==> config.mk <==
export PLATFORM = sky130hd
export DESIGN_NAME = player_hand_engine
export DESIGN_NICKNAME = d
export VERILOG_FILES = /design/src/rtl/player_hand_engine.sv
export SDC_FILE = /design/constraint.sdc
export NUM_CORES = 1
export LEC_CHECK = 0
export BUFFER_PORTS_ARGS = -buffer_cell sky130_fd_sc_hd__buf_2
export CAP_MARGIN = 40
export CORE_UTILIZATION = 35
export CTS_CLUSTER_DIAMETER = 40
export CTS_CLUSTER_SIZE = 12
export DETAILED_ROUTE_END_ITERATION = 16
export PLACE_DENSITY = 0.6
export SYNTH_ARGS = -nofsm -noshare
export SYNTH_HDL_FRONTEND = slang
export SYNTH_SLANG_ARGS = --single-unit
==> constraint.sdc <==
create_clock -name clk_200Hz -period 5.4 [get_ports clk_200Hz]
set_clock_uncertainty 0.15 [all_clocks]
set_input_delay 1.08 -clock clk_200Hz [delete_from_list [all_inputs] [get_ports clk_200Hz]]
set_output_delay 1.08 -clock clk_200Hz [all_outputs]
set_load 0.03 [all_outputs]
==> src/rtl/player_hand_engine.sv <==
// Player hand engine: deals an initial two-card hand on new_round, then draws one
// card per hit edge until stay, bust or a full hand. Aces count 11 and are lowered
// to 1 one at a time whenever the running total would otherwise exceed 21.
module player_hand_engine #(
    parameter logic [15:0] LFSR_SEED = 16'hACE1,
    parameter int          MAX_CARDS = 11
) (
    input  logic       clk_200Hz,
    input  logic       rst,
    input  logic       new_round,
    input  logic       hit,
    input  logic       stay,
    input  logic       inject_en,
    input  logic [3:0] inject_rank,
    output logic       player_finished,
    output logic [4:0] score,
    output logic [3:0] card_out,
    output logic       bust,
    output logic [3:0] card_count
);

    localparam logic [3:0] MAX_CNT = 4'(MAX_CARDS);

    typedef enum logic [1:0] {IDLE, DRAW, WAIT, DONE} state_t;

    // Result of folding one accepted card into the hand
    typedef struct packed {
        logic [5:0] sum;
        logic [3:0] aces;
    } hand_upd_t;

    state_t     state;
    logic [15:0] lfsr;
    logic [15:0] lfsr_next;
    logic [3:0] unlowered_aces;
    logic [1:0] pending;
    logic       hit_q;
    logic       stay_q;
    logic       hit_rise;
    logic       stay_rise;

    logic       draw_ok;
    logic [3:0] draw_rank;
    logic [3:0] card_val;
    logic [3:0] new_count;
    hand_upd_t  upd;

    assign hit_rise  = hit & ~hit_q;
    assign stay_rise = stay & ~stay_q;
    assign new_count = card_count + 4'd1;
    assign bust      = (score > 5'd21);

    // Galois LFSR, taps 16,14,13,11 (shift right, feedback mask 0xB400)
    assign lfsr_next = {1'b0, lfsr[15:1]} ^ ({16{lfsr[0]}} & 16'hB400);

    // Rank source: injected rank (clamped to K) or the low LFSR nibble when it is a legal rank
    always_comb begin
        draw_ok   = 1'b0;
        draw_rank = 4'd0;
        if (inject_en) begin
            draw_ok   = 1'b1;
            draw_rank = (inject_rank > 4'd12) ? 4'd12 : inject_rank;
        end else if (lfsr[3:0] < 4'd13) begin
            draw_ok   = 1'b1;
            draw_rank = lfsr[3:0];
        end
    end

    // Blackjack value of the candidate rank
    always_comb begin
        if (draw_rank == 4'd0)
            card_val = 4'd11;
        else if (draw_rank <= 4'd8)
            card_val = draw_rank + 4'd1;
        else
            card_val = 4'd10;
    end

    // New total and ace bookkeeping; at most one ace is lowered per card
    always_comb begin
        upd.sum  = {1'b0, score} + {2'b00, card_val};
        upd.aces = unlowered_aces + {3'b000, (draw_rank == 4'd0)};
        if (upd.sum > 6'd21 && upd.aces != 4'd0) begin
            upd.sum  = upd.sum - 6'd10;
            upd.aces = upd.aces - 4'd1;
        end
    end

    // Hand FSM with registered outputs; new_round restarts from any state
    always_ff @(posedge clk_200Hz) begin
        if (rst) begin
            state           <= IDLE;
            lfsr            <= LFSR_SEED;
            score           <= 5'd0;
            card_out        <= 4'd0;
            card_count      <= 4'd0;
            unlowered_aces  <= 4'd0;
            pending         <= 2'd0;
            player_finished <= 1'b0;
            hit_q           <= 1'b0;
            stay_q          <= 1'b0;
        end else begin
            lfsr   <= lfsr_next;
            hit_q  <= hit;
            stay_q <= stay;
            if (new_round) begin
                score           <= 5'd0;
                card_count      <= 4'd0;
                unlowered_aces  <= 4'd0;
                pending         <= 2'd2;
                player_finished <= 1'b0;
                state           <= DRAW;
            end else begin
                case (state)
                    DRAW: begin
                        if (draw_ok) begin
                            card_out       <= draw_rank;
                            card_count     <= new_count;
                            score          <= upd.sum[4:0];
                            unlowered_aces <= upd.aces;
                            pending        <= pending - 2'd1;
                            if (pending > 2'd1) begin
                                state <= DRAW;
                            end else if (upd.sum > 6'd21 || new_count == MAX_CNT) begin
                                state           <= DONE;
                                player_finished <= 1'b1;
                            end else begin
                                state <= WAIT;
                            end
                        end
                    end
                    WAIT: begin
                        if (stay_rise) begin
                            state           <= DONE;
                            player_finished <= 1'b1;
                        end else if (hit_rise) begin
                            pending <= 2'd1;
                            state   <= DRAW;
                        end
                    end
                    default: begin
                        // IDLE and DONE hold everything until new_round
                    end
                endcase
            end
        end
    end

endmodule
==> results of run 1 <==
-- cell usage after synthesis, types with 2 or more instances --
master,n,share of area (%)
sky130_fd_sc_hd__nand2_1,29,4.8
sky130_fd_sc_hd__ha_1,12,6.7
sky130_fd_sc_hd__a32o_1,2,0.89
sky130_fd_sc_hd__nor2b_1,10,2.8
sky130_fd_sc_hd__nand2b_1,5,1.4
sky130_fd_sc_hd__mux2_2,2,1.0
sky130_fd_sc_hd__xor2_1,3,1.2
sky130_fd_sc_hd__nand4_1,2,0.56
sky130_fd_sc_hd__clkbuf_1,5,0.83
sky130_fd_sc_hd__a211oi_1,5,1.7
sky130_fd_sc_hd__nor3_1,7,1.6
sky130_fd_sc_hd__or2_2,8,2.2
sky130_fd_sc_hd__mux2i_1,3,1.3
sky130_fd_sc_hd__inv_1,11,1.8
sky130_fd_sc_hd__xnor2_1,9,3.5
sky130_fd_sc_hd__o31ai_1,2,0.67
sky130_fd_sc_hd__and3_1,2,0.56
sky130_fd_sc_hd__nand3_1,5,1.1
sky130_fd_sc_hd__o21ai_0,15,3.3
sky130_fd_sc_hd__o21a_1,2,0.67
sky130_fd_sc_hd__dfxtp_1,40,36
sky130_fd_sc_hd__o21ai_1,3,0.67
sky130_fd_sc_hd__a21o_1,2,0.67
sky130_fd_sc_hd__a31oi_1,5,1.4
sky130_fd_sc_hd__a21oi_1,18,4.0
sky130_fd_sc_hd__and2_1,2,0.56
sky130_fd_sc_hd__nor2_1,36,6.0
-- cells by family (layout without fill, tap and decap cells) --
group                    count (synthesis)  in the layout  synth area share (%)
AND/OR/NAND/NOR                        115            115                  25.2
adder cells (fa/ha/maj)                 13             13                  7.57
XOR/XNOR                                12             12                  4.67
flip-flops                              40             40                  35.6
AO/OA/AOI/OAI                           69             69                  20.5
buffers and inverters                   21             47                  4.06
multiplexers                             5              5                  2.34
-- critical path: stages --
cell	delay, ns
sky130_fd_sc_hd__buf_2	0.20
sky130_fd_sc_hd__nor2_1	0.09
sky130_fd_sc_hd__a31oi_1	0.24
sky130_fd_sc_hd__nand2_1	0.08
sky130_fd_sc_hd__a21oi_1	0.16
sky130_fd_sc_hd__ha_1	0.19
sky130_fd_sc_hd__inv_1	0.05
sky130_fd_sc_hd__fa_1	0.62
sky130_fd_sc_hd__inv_2	0.06
sky130_fd_sc_hd__a32o_1	0.25
sky130_fd_sc_hd__or4_4	0.53
sky130_fd_sc_hd__a21o_2	0.26
sky130_fd_sc_hd__nand2_1	0.21
sky130_fd_sc_hd__mux2_2	0.36
sky130_fd_sc_hd__a21oi_1	0.13
-- state kept, by name (all words and copies together) (netlist names) --
signal,count
lfsr,16
score,5
card_count,4
card_out,4
unlowered_aces,4
pending,2
state,2
hit_q,1
player_finished,1
stay_q,1
-- cell type report --
| type | instances | share of cell area (%) |
|---|---|---|
| clock buffer | 5 | 2.70 |
| clock inverter | 3 | 1.67 |
| inverter | 13 | 1.96 |
| multi-input combinational | 214 | 53.2 |
| sequential | 40 | 31.4 |
| tap | 75 | 3.68 |
| timing repair buffer | 26 | 5.30 |
-- power breakdown --
group	leakage, nW	total, mW	internal, mW	switching (mW)
Combinational	0.685	0.198	0.0800	0.118
Clock	0.0541	0.241	0.137	0.104
Sequential	0.329	0.325	0.313	0.0119
Total	1.07	0.764	0.530	0.234
-- worst max path at each step --
stage | from | to | slack (ns)
after floorplan | inject_en | score[2] | 0.87
after global placement | inject_en | score[2] | 0.74
after detailed placement | inject_en | score[2] | 0.68
after CTS | inject_en | score[2] | 0.98
after global routing | inject_en | score[2] | 0.68
final | inject_en | score[2] | 0.94
-- metal layers --
layer	wire [um]	part of all wire, %	up-vias	track usage, %
met1	2420	51	865	21.2
li1	-	-	1010	-
met4	22	0.46	0	4.21
met5	0	0	-	0
met2	2120	44	35	23.0
met3	207	4.3	2	3.41
-- per-stage QoR --
step | hold WS (ns) | power [mW] | setup slack [ns]
6_report | 0.250 | 0.764 | 0.944
5_1_grt | 0.254 | 0.816 | 0.681
4_1_cts | 0.252 | 0.774 | 0.977
3_5_place_dp | 0.245 | 0.530 | 0.677
3_3_place_gp | 0.242 | 0.529 | 0.737
2_1_floorplan | 0.239 | 0.486 | 0.869
==> reports/metrics.cfg, run 1 <==
[status]
status=finished clean

[hold_path]
holdPathStages=1
hp-start=lfsr[12]
holdCritPathClass=reg2reg
whs_endpoint=lfsr[11]

[sta]
slew_headroom_pct=58.7
report.final.setup_viol=0
grt_setup_unrepaired=no
final_hold_viol_count=0
max_freq_mhz=224
minimum_period_implied_by_the_final_worst_setup_slack_ns=4.46
timing.final.crit_share_pct=82.5
finalSetupTns_ns=0
worst_slew_pin_slew_ns=0.615
final_max_slew_viol_count=0

[global_routing]
global_route_wire_length_before_repair_mm=7.79
track_usage_pct=15.1
grt_start_max_net_pins=27
antenna_found_initial=0
grt_pass1_vias=1658
grt.overflow.total=0

[yosys]
syn_nets=298
syn_area_sq_um=2250
syn_inst=275
yosysWarnings=0
synth-async-reset-ratio_pct=0
ys_seq_area_share_pct=35.6
synth_cell_type_count=57
ys_dominant_reg_cell=sky130_fd_sc_hd__dfxtp_1
mean_post_synth_cell_area_sq_um=8.18
number_of_enable_type_register_cells_in_the_synthesized_netlist=0
number_of_register_bits_inferred_by_synthesis=40

[cells_and_area]
fillers=613
sequential_cell_area_sq_um=801
instances_no_fill=376
syn_to_final_growth_pct=13.3
utilization_pct=42.0
final_area_sq_um=2550
num-nets-final=323
antenna_cells_inserted=0
mostFrequentLayoutCell=sky130_fd_sc_hd__dfxtp_1
multi_input_comb_area_sq_um=1360
layout.cells.most_common_list=sky130_fd_sc_hd__dfxtp_1, sky130_fd_sc_hd__nor2_1, sky130_fd_sc_hd__nand2_1
drive_gt1_share_pct=17.6

[clock_tree]
cts.repair_timing.setup_buffer_count=0
h-tree-depth=2
clkLatencyLatePin_ns=0.29
root_buffer=sky130_fd_sc_hd__clkbuf_8
ctsHoldBuffers=0
cts_made_buffers=5
worst_case_clock_buffer_depth=2
clock_tree_from_tritoncts=done
cts.sink_count=40
clkSlewWorstSetupHoldPaths_ns=0.08
postCtsResizedCells=0

[die]
floorplan.rows=28
width_of_the_die_um=82.2
boundaryPins=25
core_sq_um=6060
fp.dieArea_sq_um=6750
initial_util_pct=37.1
fp.dieH_um=82.2

[drt]
antenna_left=0
firstDrtPassIters=4
detailroute.via_count=1912
drcViolationCount=0
routed_wirelength_mm=4.78
number_of_vias_per_cell_after_detailed_routing=5.09
route.detailed.wl_per_inst_um=12.7
drt-initial-drc-count=96

[place]
dpl.cell_count=368
dp_hpwl_mm=3.51
port_buffers=24
placed_cell_area_sq_um=2440
place.gp.congestion=0.843

[critical_path]
path_class=in2reg
r2r-start=lfsr[2]
cp_max_fo=13
critPathCaptureType=register
critPathArrivalTime_ns=4.53
required_arrival_time_at_the_worst_endpoint_ns=5.47
reg2regPathDepth=16
worst_setup_path_start_kind=input pin
crit-reg2reg-capture=score[2]
reg2reg_slack_ns=1.39

[power_and_ir_drop]
power_per_cell_area_nw_per_um2=300
vdd_drop_max_uv=191
p_leak_nw=1.07

[flow_run]
maxCapViolations=0

Note: power is estimated with default switching activity, not from simulation.
==> run 2, diff against run 1 <==
Settings changed: PLACE_DENSITY 0.6 to 0.62.
Clock period 5.4 ns to 3.7 ns, I/O delays scaled along.
==> reports/metrics.cfg, run 2 (synthesis gave the netlist of run 1 again) <==
[status]
status=finished, violations left
violations=negative setup slack

[drt]
firstDrtPassIters=4
number_of_vias_per_cell_after_detailed_routing=5.04
route.detailed.wl_per_inst_um=13.1
detailroute.via_count=2163
antenna_left=0
drt-initial-drc-count=100
routed_wirelength_mm=5.62
drcViolationCount=0

[power_and_ir_drop]
p_leak_nw=1.39
share_seq_of_total_power_pct=38.1
power_frac_clock_pct=29.5
power_per_cell_area_nw_per_um2=396
total_switching_power_mw=0.395
netSwitchingFraction_pct=31.6
vdd_drop_max_uv=277
p_comb_share_pct=32.4
power.internal_mw=0.853

[clock_tree]
worst_case_clock_buffer_depth=2
cts_made_buffers=5
clock_tree_from_tritoncts=done
clkLatencyLatePin_ns=0.30
root_buffer=sky130_fd_sc_hd__clkbuf_8
clkSlewWorstSetupHoldPaths_ns=0.08
h-tree-depth=2
cts.sink_count=40

[cells_and_area]
antenna_cells_inserted=0
reg.largest.list=lfsr: 16 flops, score: 5 flops
mostFrequentLayoutCell=sky130_fd_sc_hd__buf_4
largest-register=lfsr
final_area_sq_um=3150
syn_to_final_growth_pct=40.2
largest_register_ff_count=16
drive_gt1_share_pct=38.4
fillers=585
layout.cells.most_common_list=sky130_fd_sc_hd__buf_4, sky130_fd_sc_hd__dfxtp_1, sky130_fd_sc_hd__nor2_1
num-nets-final=376

[global_routing]
grt_start_max_net_pins=27
gr-usage-met1_pct=23.0
antenna_found_initial=0
top_usage_layer=met2
met3_usage_pct=3.52
track_usage_pct=18.0
grt_use_met2_pct=30.2
grt.overflow.total=0
grt_pass1_vias=1982
global_route_wire_length_before_repair_mm=9.18

[place]
placed_cell_area_sq_um=2860
dp_hpwl_mm=4.02
dp_worst_setup_slack_ns=-0.525
place.gp.congestion=0.806
port_buffers=24

[hold_path]
holdPathStages=1
holdCritPathClass=reg2reg
hp-start=lfsr[7]
whs_endpoint=lfsr[6]

[critical_path]
reg2reg_slack_ns=-0.03
reg2regPathDepth=16
crit_path_buf_inv_count=4
critPathCaptureType=register
worstPathCellList=buf_12, buf_12, nand2_4, o21a_1, nand2_2, a21oi_2, ha_2, inv_2, fa_2, inv_2, a32o_2, or4_4, nor2b_4, a211o_1, a32o_2, a221oi_2
required_arrival_time_at_the_worst_endpoint_ns=3.75
critical-path-slowest-cell=sky130_fd_sc_hd__fa_2
critPathMaxStageDelay_ns=0.59
path_class=in2reg
worst_setup_path_start_kind=input pin
critPathArrivalTime_ns=3.89
cp_max_fo=7
crit-reg2reg-capture=state[0]
r2r-start=lfsr[3]
cell_type_group_with_the_largest_total_delay_on_the_critical_path=compound AO/OA/AOI/OAI gates

[sta]
grt_setup_unrepaired=yes
slew_headroom_pct=59.5
final_max_slew_viol_count=0
report.final.setup_viol=4
whs_ns=0.262
final_hold_viol_count=0
timing.final.crit_share_pct=104
minimum_period_implied_by_the_final_worst_setup_slack_ns=3.83
worst_slew_pin_slew_ns=0.607
layout_setup_ws_ns=-0.133
max_freq_mhz=261

[flow_run]
maxCapViolations=0

[die]
initial_util_pct=37.1
width_of_the_die_um=82.2
core_sq_um=6060
boundaryPins=25
floorplan.rows=28
fp.dieArea_sq_um=6750
fp.dieH_um=82.2

[run 2: cell types whose count changed in the layout (fill, tap and decap cells not counted), sizes merged]
cell / delta
buf: +53
[run 2: final cells by class]
cell class              instances  area (sq um)  area share (%)
flip-flops and latches         40           802            25.4
clock buffers                   5          68.8            2.18
repair buffers                 79           573            18.2
multi-input cells             214          1520            48.3
clock inverters                 3          42.5            1.35
inverters                      13          50.0            1.59
well taps                      75          93.8            2.98
[run 2: worst register-to-register path, stage by stage, from the launching register on]
cell	delay, ns
sky130_fd_sc_hd__dfxtp_2	0.35
sky130_fd_sc_hd__nand2_1	0.08
sky130_fd_sc_hd__nand2_1	0.12
sky130_fd_sc_hd__nor2_4	0.06
sky130_fd_sc_hd__a31oi_4	0.17
sky130_fd_sc_hd__nand2_2	0.09
sky130_fd_sc_hd__a21oi_2	0.13
sky130_fd_sc_hd__ha_2	0.19
sky130_fd_sc_hd__inv_2	0.04
sky130_fd_sc_hd__fa_2	0.59
sky130_fd_sc_hd__inv_2	0.05
sky130_fd_sc_hd__a32o_2	0.24
sky130_fd_sc_hd__or4_4	0.51
sky130_fd_sc_hd__nor2b_4	0.14
sky130_fd_sc_hd__a211o_1	0.24
sky130_fd_sc_hd__a32o_2	0.26
sky130_fd_sc_hd__a221oi_2	0.22
[run 2: worst max path at each step]
stage | startpoint | endpoint | slack (ns) | cells after the start
after floorplan | inject_en | state[0] | -0.20 | 13
after global placement | inject_en | unlowered_aces[3] | -0.43 | 15
after detailed placement | inject_en | unlowered_aces[3] | -0.53 | 15
after CTS | inject_en | state[0] | -0.09 | 16
after global routing | inject_en | state[0] | -0.23 | 16
final | inject_en | state[0] | -0.13 | 16
[run 2: metal layers]
| metal | wire [um] | share of wire, % | vias to the layer above |
|---|---|---|---|
| met5 | 0 | 0 | - |
| met4 | 53 | 0.94 | 0 |
| met3 | 201 | 3.6 | 4 |
| met2 | 2760 | 49 | 35 |
| met1 | 2610 | 46 | 1001 |
| li1 | - | - | 1123 |
[run 2: power groups by stage]
stage / clock [mW] / sequential (mW) / combinational [mW]
floorplan: 0 / 0.498 / 0.222
global placement: 0 / 0.484 / 0.358
detailed placement: 0 / 0.484 / 0.365
CTS: 0.375 / 0.475 / 0.388
global route: 0.390 / 0.479 / 0.446
finish: 0.368 / 0.475 / 0.405
[run 2: repair_timing]
action,4_1_cts,5_1_grt
gates cloned,0,0
pin swaps,15,6
setup endpoints to repair,8,10
hold endpoints to repair,0,0
buffers inserted,4,3
gates resized for setup,17,13
hold buffers,0,0
[run 2: stage by stage]
| stage | utilization, % | std cells | setup TNS (ns) | power (mW) |
|---|---|---|---|---|
| finish | 52.0 | 429 | -0.316 | 1.25 |
| floorplan | - | 275 | -0.739 | 0.720 |
| global route | 52.0 | 429 | -1.29 | 1.31 |
| CTS | 50.9 | 426 | -0.255 | 1.24 |
| detailed placement | 47.1 | 414 | -3.94 | 0.850 |
| global placement | 47.1 | 414 | -3.36 | 0.843 |
==> run 3, diff against run 2 <==
Settings changed: CORE_ASPECT_RATIO set to 1.25.
==> reports/metrics.cfg, run 3 (synthesis gave the netlist of run 1 again) <==
[status]
status=finished, violations left
violations=negative setup slack

[critical_path]
crit_path_buf_inv_count=1
cp_max_fo=4
critPathCaptureType=register
worstPathCellList=buf_8, nand2_4, a32o_2, a311oi_4, nand2_2, mux2_4, ha_4, a21o_1, and3_1, or4_4, nor2b_4, a211o_1, a32o_2, a221oi_2
critPathMaxStageDelay_ns=0.55
cpMostUsedCell=sky130_fd_sc_hd__a32o_2
reg2regPathDepth=15
worst_setup_path_start_kind=input pin
critical-path-slowest-cell=sky130_fd_sc_hd__or4_4
path_class=in2reg
cell_type_group_with_the_largest_total_delay_on_the_critical_path=compound AO/OA/AOI/OAI gates
timing.critical_path.depth=14
critPathArrivalTime_ns=3.80
required_arrival_time_at_the_worst_endpoint_ns=3.75

[sta]
grt_setup_unrepaired=yes
timing.final.crit_share_pct=101
report.final.setup_viol=2
final_max_slew_viol_count=0
finalSetupTns_ns=-0.0579
max_freq_mhz=267
minimum_period_implied_by_the_final_worst_setup_slack_ns=3.74
slew_headroom_pct=58.5
final_hold_viol_count=0
worst_slew_pin_slew_ns=0.622
layout_setup_ws_ns=-0.0423

[cells_and_area]
reg.largest.list=lfsr: 16 flops, score: 5 flops
largest-register=lfsr
num-nets-final=382
largest_register_ff_count=16
multi_input_comb_area_sq_um=1510
final_area_sq_um=3200
mostFrequentLayoutCell=sky130_fd_sc_hd__buf_4
antenna_cells_inserted=0
layout.cells.most_common_list=sky130_fd_sc_hd__buf_4, sky130_fd_sc_hd__dfxtp_1, sky130_fd_sc_hd__nor2_1
fillers=578
drive_gt1_share_pct=37.8
syn_to_final_growth_pct=42.3
sequential_cell_area_sq_um=802

[place]
port_buffers=24
place.gp.congestion=0.902
dp_hpwl_mm=4.18
placed_cell_area_sq_um=2890

[clock_tree]
clkSlewWorstSetupHoldPaths_ns=0.08
h-tree-depth=2
root_buffer=sky130_fd_sc_hd__clkbuf_8
worst_case_clock_buffer_depth=2
cts_made_buffers=5
cts.sink_count=40
clkLatencyLatePin_ns=0.29
clock_tree_from_tritoncts=done

[drt]
antenna_left=0
routed_wirelength_mm=5.76
number_of_vias_per_cell_after_detailed_routing=5.07
detailroute.via_count=2254
route.detailed.wl_per_inst_um=12.9
drcViolationCount=0
firstDrtPassIters=4
drt-initial-drc-count=120

[power_and_ir_drop]
power_per_cell_area_nw_per_um2=378
p_leak_nw=1.41
vdd_drop_max_uv=241

[global_routing]
global_route_wire_length_before_repair_mm=9.78
grt.overflow.total=0
antenna_found_initial=0
grt_pass1_vias=2155
track_usage_pct=18.4
grt_start_max_net_pins=27

[die]
width_of_the_die_um=73.7
fp.dieH_um=91.6
initial_util_pct=36.2
boundaryPins=25
fp.dieArea_sq_um=6750
core_sq_um=6210
floorplan.rows=32

[flow_run]
maxCapViolations=0

[hold_path]
holdPathStages=1
holdCritPathClass=reg2reg

run 3: repair_timing:
action / 4_1_cts / 5_1_grt
gates resized for setup: 20 / 11
buffers inserted: 7 / 1
cloned: 1 / 0
setup endpoints to repair: 9 / 9
pin swaps: 13 / 5
hold buffers: 0 / 0
run 3: power breakdown:
group          leakage [nW]  total (mW)  internal [mW]  switching [mW]
Combinational          1.04       0.435          0.217           0.218
Clock                0.0414       0.299          0.134           0.164
Sequential            0.330       0.475          0.457          0.0178
Total                  1.41        1.21          0.808           0.401
run 3: through the flow:
stage | hold WS, ns | utilization (%) | worst slack (ns) | cells | power (mW)
floorplan | 0.239 | - | -0.205 | 275 | 0.720
global placement | 0.248 | 46.5 | -0.433 | 428 | 0.856
detailed placement | 0.245 | 46.5 | -0.497 | 428 | 0.862
CTS | 0.267 | 50.6 | -0.0240 | 444 | 1.20
global route | 0.281 | 51.6 | -0.158 | 445 | 1.28
finish | 0.265 | 51.6 | -0.0423 | 445 | 1.21
run 3: area by class of cell:
type | instances | area share, %
multi-input combinational | 214 | 47.2
sequential | 40 | 25.1
timing repair buffer | 85 | 20.0
tap | 85 | 3.32
clock buffer | 6 | 2.27
inverter | 13 | 1.56
clock inverter | 2 | 0.508
run 3: path summary, 6_finish.rpt:
check	from	end	slack, ns
max	inject_rank[3]	state[0]	-0.04
min	lfsr[12]	lfsr[11]	0.26
max reg2reg	lfsr[3]	state[0]	0.07
min reg2reg	lfsr[12]	lfsr[11]	0.26
run 3: layer usage:
layer / global-route usage (%) / vias up / part of all wire [%]
met5: 0 / - / 0
met4: 4.49 / 0 / 1.1
met3: 3.08 / 6 / 3.2
met2: 32.4 / 52 / 51
met1: 22.7 / 1063 / 44
li1: - / 1133 / -
